### config.mk
export PLATFORM = sky130hd
export DESIGN_NAME = seq_detector_param_flat
export DESIGN_NICKNAME = d
export VERILOG_FILES = /design/src/rtl/seq_detector_param_if.sv /design/src/rtl/seq_detector_param.sv /design/src/flat_wrapper.sv
export SDC_FILE = /design/constraint.sdc
export NUM_CORES = 1
export LEC_CHECK = 0
export BUFFER_PORTS_ARGS = -buffer_cell sky130_fd_sc_hd__clkbuf_2
export CAP_MARGIN = 20
export CORE_MARGIN = 2
export CORE_UTILIZATION = 51
export DETAILED_ROUTE_END_ITERATION = 10
export GPL_ROUTABILITY_DRIVEN = 0
export PLACE_DENSITY = 0.8
export SYNTH_ARGS = -nofsm -noshare
export SYNTH_HDL_FRONTEND = slang
export SYNTH_SLANG_ARGS = --single-unit
### constraint.sdc
create_clock -name clk -period 2.6 [get_ports clk]
set_input_delay 0.52 -clock clk [delete_from_list [all_inputs] [get_ports clk]]
set_output_delay 0.52 -clock clk [all_outputs]
set_load 0.01 [all_outputs]
### src/rtl/seq_detector_param_if.sv
`default_nettype none
// +--------------------------------------------------------------------------+
// | Interface   : seq_detector_param_if                                      |
// | Description : Signal bundle for seq_detector_param. The master modport   |
// |               drives the serial stream, enable, load strobe, patterns    |
// |               and mode bit, and reads the results. The slave modport is  |
// |               the detector side.                                         |
// |   w, en, load, overlap      : stream bit, sample enable, load, mode      |
// |   pattern_a, pattern_b      : PAT_LEN-bit patterns, MSB received first   |
// |   z_a, z_b, z               : registered match flags                     |
// |   fill                      : valid history bits (0..PAT_LEN)            |
// |   match_count               : saturating match-event counter             |
// | Revision    : 1.0 - initial release                                      |
// +--------------------------------------------------------------------------+
interface seq_detector_param_if #(
  parameter int PAT_LEN = 4,
  parameter int COUNT_W = 8,
  parameter int FILL_W  = $clog2(PAT_LEN + 1)
);
  logic               w;
  logic               en;
  logic               load;
  logic               overlap;
  logic [PAT_LEN-1:0] pattern_a;
  logic [PAT_LEN-1:0] pattern_b;
  logic               z_a;
  logic               z_b;
  logic               z;
  logic [FILL_W-1:0]  fill;
  logic [COUNT_W-1:0] match_count;

  modport master (
    output w, en, load, overlap, pattern_a, pattern_b,
    input  z_a, z_b, z, fill, match_count
  );

  modport slave (
    input  w, en, load, overlap, pattern_a, pattern_b,
    output z_a, z_b, z, fill, match_count
  );
endinterface
`default_nettype wire

### src/rtl/seq_detector_param.sv
`default_nettype none
// +--------------------------------------------------------------------------+
// | Module      : seq_detector_param                                         |
// | Description : Serial detector for two run-time programmable PAT_LEN-bit  |
// |               patterns with sample enable, overlap/non-overlap mode and  |
// |               an optional saturating match counter.                      |
// | Ports       : clk   - system clock, rising edge                          |
// |               reset - synchronous, active-high                           |
// |               bus   - seq_detector_param_if.slave (stream in, flags out) |
// | Macro       : SEQDET_COUNT_EN - builds the match counter; when undefined |
// |               match_count is tied to zero and no counter flops exist.    |
// | Revision    : 1.0 - initial release                                      |
// +--------------------------------------------------------------------------+
module seq_detector_param #(
  parameter int PAT_LEN = 4,
  parameter int COUNT_W = 8,
  parameter int FILL_W  = $clog2(PAT_LEN + 1)
) (
  input  wire logic               clk,
  input  wire logic               reset,
  seq_detector_param_if.slave     bus
);

  localparam logic [FILL_W-1:0] FILL_FULL = FILL_W'(PAT_LEN);

  // Only the newest PAT_LEN-1 bits need to be kept: the compare is done on
  // the post-shift window, which adds the incoming bit as its LSB.
  logic [PAT_LEN-2:0] history;
  logic [PAT_LEN-1:0] history_next;
  logic [PAT_LEN-1:0] pat_a_q;
  logic [PAT_LEN-1:0] pat_b_q;
  logic [FILL_W-1:0]  fill_q;
  logic [FILL_W-1:0]  fill_next;
  logic               z_a_q;
  logic               z_b_q;
  logic               hit_a;
  logic               hit_b;

  always_comb begin
    history_next = {history, bus.w};
    fill_next    = (fill_q == FILL_FULL) ? fill_q : fill_q + FILL_W'(1);
    hit_a        = (fill_next == FILL_FULL) && (history_next == pat_a_q);
    hit_b        = (fill_next == FILL_FULL) && (history_next == pat_b_q);
  end

  always_ff @(posedge clk) begin
    if (reset) begin
      history <= '0;
      fill_q  <= '0;
      z_a_q   <= 1'b0;
      z_b_q   <= 1'b0;
      pat_a_q <= '0;
      pat_b_q <= '0;
    end else if (bus.load) begin
      // The bit presented alongside load is dropped on purpose.
      pat_a_q <= bus.pattern_a;
      pat_b_q <= bus.pattern_b;
      history <= '0;
      fill_q  <= '0;
      z_a_q   <= 1'b0;
      z_b_q   <= 1'b0;
    end else if (bus.en) begin
      history <= history_next[PAT_LEN-2:0];
      // Non-overlap mode restarts the fill count so the next match needs
      // PAT_LEN fresh bits; stale history is masked by fill < PAT_LEN.
      if ((hit_a || hit_b) && !bus.overlap) begin
        fill_q <= '0;
      end else begin
        fill_q <= fill_next;
      end
      z_a_q <= hit_a;
      z_b_q <= hit_b;
    end
  end

`ifdef SEQDET_COUNT_EN
  localparam logic [COUNT_W-1:0] COUNT_MAX = '1;

  logic [COUNT_W-1:0] count_q;

  // A simultaneous A and B hit is one event; the counter sticks at all-ones.
  always_ff @(posedge clk) begin
    if (reset || bus.load) begin
      count_q <= '0;
    end else if (bus.en && (hit_a || hit_b) && (count_q != COUNT_MAX)) begin
      count_q <= count_q + COUNT_W'(1);
    end
  end

  assign bus.match_count = count_q;
`else
  assign bus.match_count = {COUNT_W{1'b0}};
`endif

  assign bus.z_a  = z_a_q;
  assign bus.z_b  = z_b_q;
  assign bus.z    = z_a_q | z_b_q;
  assign bus.fill = fill_q;

endmodule
`default_nettype wire

### src/flat_wrapper.sv
// flat-port wrapper written by rule: the top's interface ports become plain ports
module seq_detector_param_flat 
#(
  parameter int PAT_LEN = 4,
  parameter int COUNT_W = 8,
  parameter int FILL_W  = $clog2(PAT_LEN + 1)
)
  (clk, reset, bus_w, bus_en, bus_load, bus_overlap, bus_pattern_a, bus_pattern_b, bus_z_a, bus_z_b, bus_z, bus_fill, bus_match_count);
  seq_detector_param_if #(.PAT_LEN(PAT_LEN), .COUNT_W(COUNT_W), .FILL_W(FILL_W)) bus_i ();
  input  wire logic clk;
  input  wire logic reset;
  input wire logic [$bits(bus_i.w)-1:0] bus_w;
  input wire logic [$bits(bus_i.en)-1:0] bus_en;
  input wire logic [$bits(bus_i.load)-1:0] bus_load;
  input wire logic [$bits(bus_i.overlap)-1:0] bus_overlap;
  input wire logic [$bits(bus_i.pattern_a)-1:0] bus_pattern_a;
  input wire logic [$bits(bus_i.pattern_b)-1:0] bus_pattern_b;
  output wire logic [$bits(bus_i.z_a)-1:0] bus_z_a;
  output wire logic [$bits(bus_i.z_b)-1:0] bus_z_b;
  output wire logic [$bits(bus_i.z)-1:0] bus_z;
  output wire logic [$bits(bus_i.fill)-1:0] bus_fill;
  output wire logic [$bits(bus_i.match_count)-1:0] bus_match_count;
  assign bus_i.w = bus_w;
  assign bus_i.en = bus_en;
  assign bus_i.load = bus_load;
  assign bus_i.overlap = bus_overlap;
  assign bus_i.pattern_a = bus_pattern_a;
  assign bus_i.pattern_b = bus_pattern_b;
  assign bus_z_a = bus_i.z_a;
  assign bus_z_b = bus_i.z_b;
  assign bus_z = bus_i.z;
  assign bus_fill = bus_i.fill;
  assign bus_match_count = bus_i.match_count;
  seq_detector_param #(.PAT_LEN(PAT_LEN), .COUNT_W(COUNT_W), .FILL_W(FILL_W)) u_core (.clk(clk), .reset(reset), .bus(bus_i));
endmodule
==> results.md, run 1 <==
- Outcome: finished clean
- Post-synth cell types: 21
- CTS Buf Count: 3
- Max_cap viols: 0
- Fillcell total: 144
- Initial antenna violation count: 0
- Die Wd: 44.1 um
- I/O pins: 28
- Worst r2r path cells: 6
- ANT cells: 0
- WP data arrival: 1.97 ns
- Final Setup Violations: 0
- Register area: ~320 um^2
- Clk buf depth: 2
- HP Class: in2reg
- Met3 usage: 0.0245
- GRT Overall Usage: 0.159
- Final worst setup slack: 0.851 ns
- Fin Hold WS: 0.467 ns
- Post-cts sizing count: 0
- Finished Layout Cells: 123
- Hold-fix buffers, CTS: 0
- Full die area: 1940 um^2
- Hold Vio Cnt, Final: 0
- Via count: 609
- Root buf cell: clkbuf_4
- Core Util, Final: 0.609
- Synthesized area: 818 um^2
- Dpl cells: between 100 and 150
- CTS Sinks: 16
- Worst-path fanout max: 6
- Global route hottest layer: met2
- P&R area growth vs syn: 12.1%
- Core footprint: 1510 um^2
- Top delay family on crit path: simple AND/OR/NAND/NOR gates
- Max Slew Vio Count: 0
- Crit share post-route: 0.673
- Clock Latency Late Sink: 0.28 ns
- Post-synth top area cell: dfxtp_1
- Postcts setup bufs: 0
- Final Cell Area: approximately 920 um^2
- Total power: approximately 480 uW
- WL final: 1.33 mm
- Reg clk slew, reported paths: 0.09 ns
- Fraction of layout cells with a size suffix above 1: 0.243
- Largest net degree at the start of global routing: 11
- Layout Nets: 124
- Clk_skew: 0.00117 ns
- Critical path depth: 6
- Kind of critical path: reg2reg
- Critical Path Max Stage Delay: roughly 0.40 ns
- Critical path, cell by cell: inv_1 -> ha_1 -> or3b_1 -> a311oi_2 -> nand3_1 -> a21oi_1
- Minimum clock period: roughly 1.7 ns
- CP endpoint kind: register
- Post-synthesis area per instance: between 9 and 10 um^2
- Worst endpoint required time: 2.82 ns
- Placement Setup Slack: 0.855 ns
- WHS Path Cells: 3
- Pwr/cell area: 528 nW/um^2
- Drc violations: 0
- Initial Utilization: 0.543
- CTS tree: built
- Fmax: between 500 and 600 MHz
- Synth top area share: 0.391
- Peak supply drop: 390 uV
- Grt met1 use: 0.185
- Chip height: 44.1 um
- Clock H-tree levels: 1
- Slowest cell on the critical path: dfxtp_1
- IO buf count: 19
- Yosys reg bits: 16
- Post-DP Area: slightly below 900 um^2
- First-pass GRT wire length: approximately 2.3 mm
- Total Neg Setup Slack: 0 ns
- Multi-input gate area: between 400 and 500 um^2
- Unrepaired setup endpoints after global routing: false
- Met2 Use GR: 0.276
- Vias in the first global route: 573
- Post-Syn Instances: a little under 90
- First-pass detailed-route iteration total: 4
- Worst Max-Slew Pin Slew: about 0.5 ns
- Site Rows: 14
- Vias/cell: 4.95
- Detail Route Antenna Nets: 0
- Synth area leaders: dfxtp_1 39%, mux2i_1 15%, xor2_1 8.6%
- Dpl hpwl: roughly 1.1 mm
- Rel. slew slack: 0.661
- Wire per inst: approximately 11 um
- Post-synthesis sequential area ratio: 0.391
- Initial DRC count: 3
- Leak: between 0.4 and 0.5 nW
- Global route overflow: 0
- Ys Warns: 0
- Bufs and invs on worst path: 1
- CP startpoint kind: register
## synthesized netlist by cell type
cell type / instances
xnor2_1: 1
o211a_1: 1
buf_2: 3
nand2_1: 4
ha_1: 2
conb_1: 1
mux2i_1: 12
nor4_1: 3
a21oi_1: 5
buf_4: 8
clkbuf_1: 1
nand2b_1: 1
xor2_1: 8
dfxtp_1: 16
or2_2: 2
and4b_1: 1
a311oi_2: 1
or3b_1: 1
nand3_1: 2
nor2_1: 13
inv_1: 3
## registers in the layout, summed over array words and instances, names as in the netlist
signal and cells:
u_core.pat_a_q 4, u_core.pat_b_q 4, u_core.bus.fill 3, u_core.history 3, u_core.bus.z_a 1, u_core.bus.z_b 1
## worst paths after layout
kind	slack, ns	start	end
max reg2reg	0.85	u_core.bus.fill[0]$_SDFFE_PP0P_	u_core.bus.z_b$_SDFFE_PP0P_
max	0.85	u_core.bus.fill[0]$_SDFFE_PP0P_	u_core.bus.z_b$_SDFFE_PP0P_
min	0.47	bus_pattern_a[2]	u_core.pat_a_q[2]$_SDFFE_PP0P_
min reg2reg	0.48	u_core.bus.z_a$_SDFFE_PP0P_	u_core.bus.z_a$_SDFFE_PP0P_
## final cells by class
class                      instances  share of cell area
clock buffer                       4              0.0396
inverter                           3              0.0123
multi-input combinational         65               0.473
sequential                        16               0.349
tap                               16              0.0218
timing repair buffer              19               0.104
## per-layer routing
metal  up-vias  routed length, um
li1        313                  -
met1       270                616
met2        22                616
met3         4                 72
met4         0                 20
met5         -                  0
## power by group
| part | internal [mW] | switching, mW |
|---|---|---|
| registers | 0.254 | 0.00706 |
| clock network | 0.0852 | 0.0783 |
| logic | 0.0268 | 0.0332 |
## layout by cell type, fill, tap and decap left out, drive strengths merged
cell type  count
xnor2          1
nand2b         1
ha             2
nor4           3
a311oi         1
and4b          1
or3b           1
conb           8
dfxtp         16
or2            2
nor2          13
nand2          4
a21oi          5
mux2i         12
o211a          1
inv            3
nand3          2
xor2           8
clkbuf        23
## tightest hold or removal path, cell delays in order
cell	delay, ns
clkbuf_2	0.07
mux2i_1	0.05
nor2_1	0.07
## cell families (layout without fill, tap and decap cells)
logic type                 count (synthesis)  in the layout  synth area share
AOI/OAI and AO/OA                          7              7            0.0612
DFF                                       16             16             0.391
buffers and inverters                     15             26             0.110
adders and majority gates                  2              2            0.0306
muxes                                     12             12             0.147
xor gates and xnor gates                   9              9            0.0963
other                                      1              8           0.00458
and+or+nand+nor                           27             27             0.159
Note: power is estimated with default switching activity, not from simulation.
==> run 2, diff against run 1 <==
--- a/config.mk
+++ b/config.mk
@@ -8,10 +8,10 @@
 export BUFFER_PORTS_ARGS = -buffer_cell sky130_fd_sc_hd__clkbuf_2
 export CAP_MARGIN = 20
 export CORE_MARGIN = 2
-export CORE_UTILIZATION = 51
+export CORE_UTILIZATION = 43
 export DETAILED_ROUTE_END_ITERATION = 10
 export GPL_ROUTABILITY_DRIVEN = 0
-export PLACE_DENSITY = 0.8
+export PLACE_DENSITY = 0.72
 export SYNTH_ARGS = -nofsm -noshare
 export SYNTH_HDL_FRONTEND = slang
 export SYNTH_SLANG_ARGS = --single-unit
==> constraint.sdc (replaced) <==
create_clock -name clk -period 1.6 [get_ports clk]
set_input_delay 0.32 -clock clk [delete_from_list [all_inputs] [get_ports clk]]
set_output_delay 0.32 -clock clk [all_outputs]
set_load 0.01 [all_outputs]
==> run 2 against run 1 <==
Against the previous run: cell count up 11%; critical path depth unchanged; clock skew about the same; via count up 2.1%; largest cell class unchanged.
==> results.md, run 2 (same netlist as run 1, synthesis figures left out) <==
- Fillcell total: approximately 180
- Worst-path fanout max: 4
- WL final: ~1.4 mm
- Layout Nets: 128
- Placement Setup Slack: -0.0364 ns
- Leading cell type in the layout, fill and taps excluded: clkbuf_2
- CTS Sinks: 16
- First-pass detailed-route iteration total: 4
- Initial antenna violation count: 0
- GRT Overall Usage: 0.144
- Chip height: 47.6 um
- Pwr/cell area: 812 nW/um^2
- Post-DP Area: 940 um^2
- Leak: between 0.5 and 0.6 nW
- Root buf cell: clkbuf_4
- Vias in the first global route: 540
- Initial DRC count: 6
- CP startpoint kind: register
- Clk_skew: 0.000789 ns
- Clock H-tree levels: 1
- Slowest cell on the critical path: dfxtp_4
- Hold-fix buffers, CTS: 0
- Site Rows: 15
- Core footprint: 1760 um^2
- Critical Path Max Stage Delay: 0.39 ns
- Global route overflow: 0
- Final Setup Violations: 0
- Wire per inst: 10.2 um
- Crit share post-route: 0.996
- Max Slew Vio Count: 0
- Final worst setup slack: 0.00649 ns
- Fmax: 628 MHz
- Most frequent cells in the layout: 19 x clkbuf_2, 14 x dfxtp_1, 13 x nor2_1
- Max_cap viols: 0
- Largest net degree at the start of global routing: 11
- Reg clk slew, reported paths: 0.09 ns
- IO buf count: 19
- Drc violations: 0
- Critical path, cell by cell: inv_4 -> ha_4 -> or3b_1 -> a311oi_2 -> nand3_1 -> a21oi_2
- Fraction of layout cells with a size suffix above 1: 0.333
- Unrepaired setup endpoints after global routing: true
- Global route hottest layer: met2
- Peak supply drop: 644 uV
- Dpl hpwl: ~1.1 mm
- P&R area growth vs syn: 20.3%
- Fin Hold WS: 0.264 ns
- Die Wd: between 40 and 50 um
- HP Class: in2reg
- Largest registers: u_core.pat_a_q (4), u_core.pat_b_q (4)
- Met2 Use GR: 0.219
- Outcome: finished clean
- Clk buf depth: 2
- Detail Route Antenna Nets: 0
- Hold Vio Cnt, Final: 0
- Grt met1 use: 0.181
- Kind of critical path: reg2reg
- Clock Latency Late Sink: about 0.29 ns
- Full die area: 2270 um^2
- Worst endpoint required time: 1.83 ns
- CTS Buf Count: 3
- ANT cells: 0
- Via count: 622
- Initial Utilization: 0.464
- Vias/cell: 4.57
- WP data arrival: 1.82 ns
- Minimum clock period: 1.59 ns
- CTS tree: built
- I/O pins: 28
- CP endpoint kind: register
- Total power: 800 uW
- Final Cell Area: between 900 and 1000 um^2
- First-pass GRT wire length: 2.19 mm
- Met3 usage: 0.0226
## run 2: cell type report
cell class	count	area, um^2	share of cell area
flip-flops and latches	16	325	0.330
repair buffers	23	125	0.127
well taps	25	31.3	0.0318
inverters	3	13.8	0.0140
multi-input cells	65	453	0.460
clock buffers	4	36.3	0.0368
## run 2: layer usage
| metal | up-vias | share of wire |
|---|---|---|
| li1 | 322 | - |
| met2 | 20 | 0.47 |
| met1 | 278 | 0.47 |
| met4 | 0 | 0.012 |
| met3 | 2 | 0.046 |
| met5 | - | 0 |
## run 2: repair_timing
action / CTS / global route
setup buffers: 0 / 0
gates resized for setup: 1 / 2
gates cloned: 0 / 0
setup endpoints to repair: 3 / 3
pin swaps: 4 / 2
## run 2: metrics by stage
stage / utilization / TNS (ns) / cells
floorplan: - / 0 / 96
global placement: 0.533 / -0.00141 / 132
detailed placement: 0.533 / -0.0896 / 132
CTS: 0.555 / 0 / 136
global route: 0.558 / -0.232 / 136
finish: 0.558 / 0 / 136
## run 2: report_power, final
part,switching (mW),internal [mW]
logic,0.0564,0.0509
clock network,0.129,0.139
registers,0.0124,0.412
total,0.198,0.602
## run 2: worst paths after layout
kind	from	slack, ns	cells past startpoint	to
max	u_core.bus.fill[0]$_SDFFE_PP0P_	0.006	6	u_core.bus.z_b$_SDFFE_PP0P_
min	bus_pattern_b[1]	0.26	3	u_core.pat_b_q[1]$_SDFFE_PP0P_
max reg2reg	u_core.bus.fill[0]$_SDFFE_PP0P_	0.006	6	u_core.bus.z_b$_SDFFE_PP0P_
min reg2reg	u_core.bus.z_a$_SDFFE_PP0P_	0.48	2	u_core.bus.z_a$_SDFFE_PP0P_
## run 2: critical path: cells and delay by family, from the launching register on
| kind | cells | cell delay, ns |
|---|---|---|
| AND/OR/NAND/NOR | 2 | 0.49 |
| AO/OA/AOI/OAI | 2 | 0.46 |
| flip-flops | 1 | 0.39 |
| adder cells (fa/ha/maj) | 1 | 0.15 |
| buffers and inverters | 1 | 0.04 |
==> run 3, diff against run 2 <==
--- a/config.mk
+++ b/config.mk
@@ -5,13 +5,15 @@
 export SDC_FILE = /design/constraint.sdc
 export NUM_CORES = 1
 export LEC_CHECK = 0
-export BUFFER_PORTS_ARGS = -buffer_cell sky130_fd_sc_hd__clkbuf_2
 export CAP_MARGIN = 20
 export CORE_MARGIN = 2
-export CORE_UTILIZATION = 43
+export CORE_UTILIZATION = 53
 export DETAILED_ROUTE_END_ITERATION = 10
+export DONT_BUFFER_PORTS = 1
 export GPL_ROUTABILITY_DRIVEN = 0
-export PLACE_DENSITY = 0.72
+export MAX_ROUTING_LAYER = met4
+export PLACE_DENSITY = 0.7
+export SETUP_SLACK_MARGIN = 0.4
 export SYNTH_ARGS = -nofsm -noshare
 export SYNTH_HDL_FRONTEND = slang
 export SYNTH_SLANG_ARGS = --single-unit
==> run 3 against run 2 <==
Against the previous run: highest routed layer unchanged; global-route usage up 2.9 points; largest power group unchanged; die area down 17%; non-clock buffer count down 16; clock-buffer cell count unchanged; first-iteration DRC count rose to 2.5 times the previous value; cell area down 5.8%; fmax up 1.1%; register-to-register slack better by 0.02 ns; cell count down 18%; critical endpoint is now u_core.bus.fill[2]$_SDFFE_PP0P_; flip-flop and latch count unchanged.
==> results.md, run 3 (same netlist as run 1, synthesis figures left out) <==
- Final Cell Area: 927 um^2
- First-pass GRT wire length: ~2.3 mm
- Leak: between 0.4 and 0.5 nW
- CP startpoint kind: register
- Wire per inst: 11.7 um
- Initial antenna violation count: 0
- Initial DRC count: 15
- Pwr/cell area: 835 nW/um^2
- First-pass detailed-route iteration total: 4
- Detail Route Antenna Nets: 0
- IO buf count: 0
- CTS Sinks: 16
- Dpl hpwl: 974 um
- Fmax: 635 MHz
- Clk buf depth: 2
- ANT cells: 0
- CTS tree: built
- Chip height: 43.3 um
- P&R area growth vs syn: 13.3%
- Final worst setup slack: 0.0241 ns
- Most frequent cells in the layout: 13 x nor2_1, 13 x dfxtp_1, 12 x mux2i_1
- Vias/cell: approximately 5.3
- Full die area: roughly 1900 um^2
- Root buf cell: clkbuf_4
- WP data arrival: 1.76 ns
- CP endpoint kind: register
- Total Neg Setup Slack: 0 ns
- Core Util, Final: 0.630
- Initial Utilization: 0.556
- Max Slew Vio Count: 0
- Max_cap viols: 0
- Hold-fix buffers, CTS: 0
- Worst-path fanout max: 3
- Final Setup Violations: 0
- HP Class: in2reg
- Kind of critical path: reg2reg
- WL final: 1.30 mm
- Vias in the first global route: 548
- I/O pins: 28
- GRT Overall Usage: 0.173
- Peak supply drop: between 700 and 800 uV
- Total power: 774 uW
- Outcome: finished clean
- Clock Latency Late Sink: 0.29 ns
- Hold Vio Cnt, Final: 0
- CTS Buf Count: 3
- Largest net degree at the start of global routing: 11
- Reg clk slew, reported paths: 0.09 ns
- Post-DP Area: 838 um^2
- Largest registers: u_core.pat_a_q (4), u_core.pat_b_q (4)
- Via count: 587
- Worst endpoint required time: 1.78 ns
- Crit share post-route: 0.985
- Site Rows: 14
- Placement Setup Slack: between 0.00009 and 0.0001 ns
- Global route overflow: 0
- Core footprint: 1470 um^2
- Clk_skew: 0.00143 ns
- Die Wd: 43.3 um
- Layout Nets: 112
- Minimum clock period: around 1.6 ns
- Clock H-tree levels: 1
- Drc violations: 0
- Fraction of layout cells with a size suffix above 1: 0.253
- Unrepaired setup endpoints after global routing: true
[run 3: cell count changes in the layout (fill, tap and decap cells not counted), moves of 2 or more]
cell,previous run,this run
nand2_1,4,2
nand2_2,0,2
buf_4,4,6
clkbuf_2,19,0
[run 3: stage by stage]
step,std cells,hold slack (ns)
2_1_floorplan,96,0.467
3_3_place_gp,104,0.393
3_5_place_dp,104,0.396
4_1_cts,110,0.0866
5_1_grt,111,0.0542
6_report,111,0.0881
[run 3: worst paths after layout]
kind	endpoint	depth (start not counted)	slack, ns	from
worst min-delay path	u_core.pat_a_q[0]$_SDFFE_PP0P_	1	0.09	reset
worst min register to register	u_core.bus.z_a$_SDFFE_PP0P_	2	0.50	u_core.bus.z_a$_SDFFE_PP0P_
worst max register to register	u_core.bus.fill[2]$_SDFFE_PP0P_	6	0.02	u_core.bus.fill[0]$_SDFFE_PP0P_
worst max-delay path	u_core.bus.fill[2]$_SDFFE_PP0P_	6	0.02	u_core.bus.fill[0]$_SDFFE_PP0P_
[run 3: report_power, final]
group          internal, mW  total [mW]  leakage, nW  switching [mW]
combinational        0.0459      0.0869        0.292          0.0410
sequential            0.411       0.423        0.133          0.0122
clock                 0.139       0.264       0.0210           0.126
[run 3: layer usage]
metal | vias up | wire length, um | track usage
met5 | - | 0 | -
met4 | 0 | 34 | 0.0909
met3 | 5 | 130 | 0.0681
met2 | 26 | 595 | 0.263
met1 | 260 | 543 | 0.195
li1 | 296 | - | -
[run 3: layout make-up]
class,instances,area (um^2)
fillers,141,544
repair buffers,7,56.3
flip-flops and latches,16,329
clock buffers,4,36.3
multi-input cells,65,472
well taps,16,20.0
inverters,3,13.8
[run 3: what timing repair did]
action | 4_1_cts | 5_1_grt
gates resized for setup | 3 | 4
buffers inserted | 2 | 1
pin swaps | 4 | 1
endpoints found under the setup margin | 4 | 5
[run 3: worst max-delay path, stage by stage (launching register included)]
cell and delay (ns):
dfxtp_4 0.39, inv_4 0.04, ha_4 0.14, or3b_1 0.35
a311oi_2 0.31, o211a_1 0.20, nor4_1 0.04
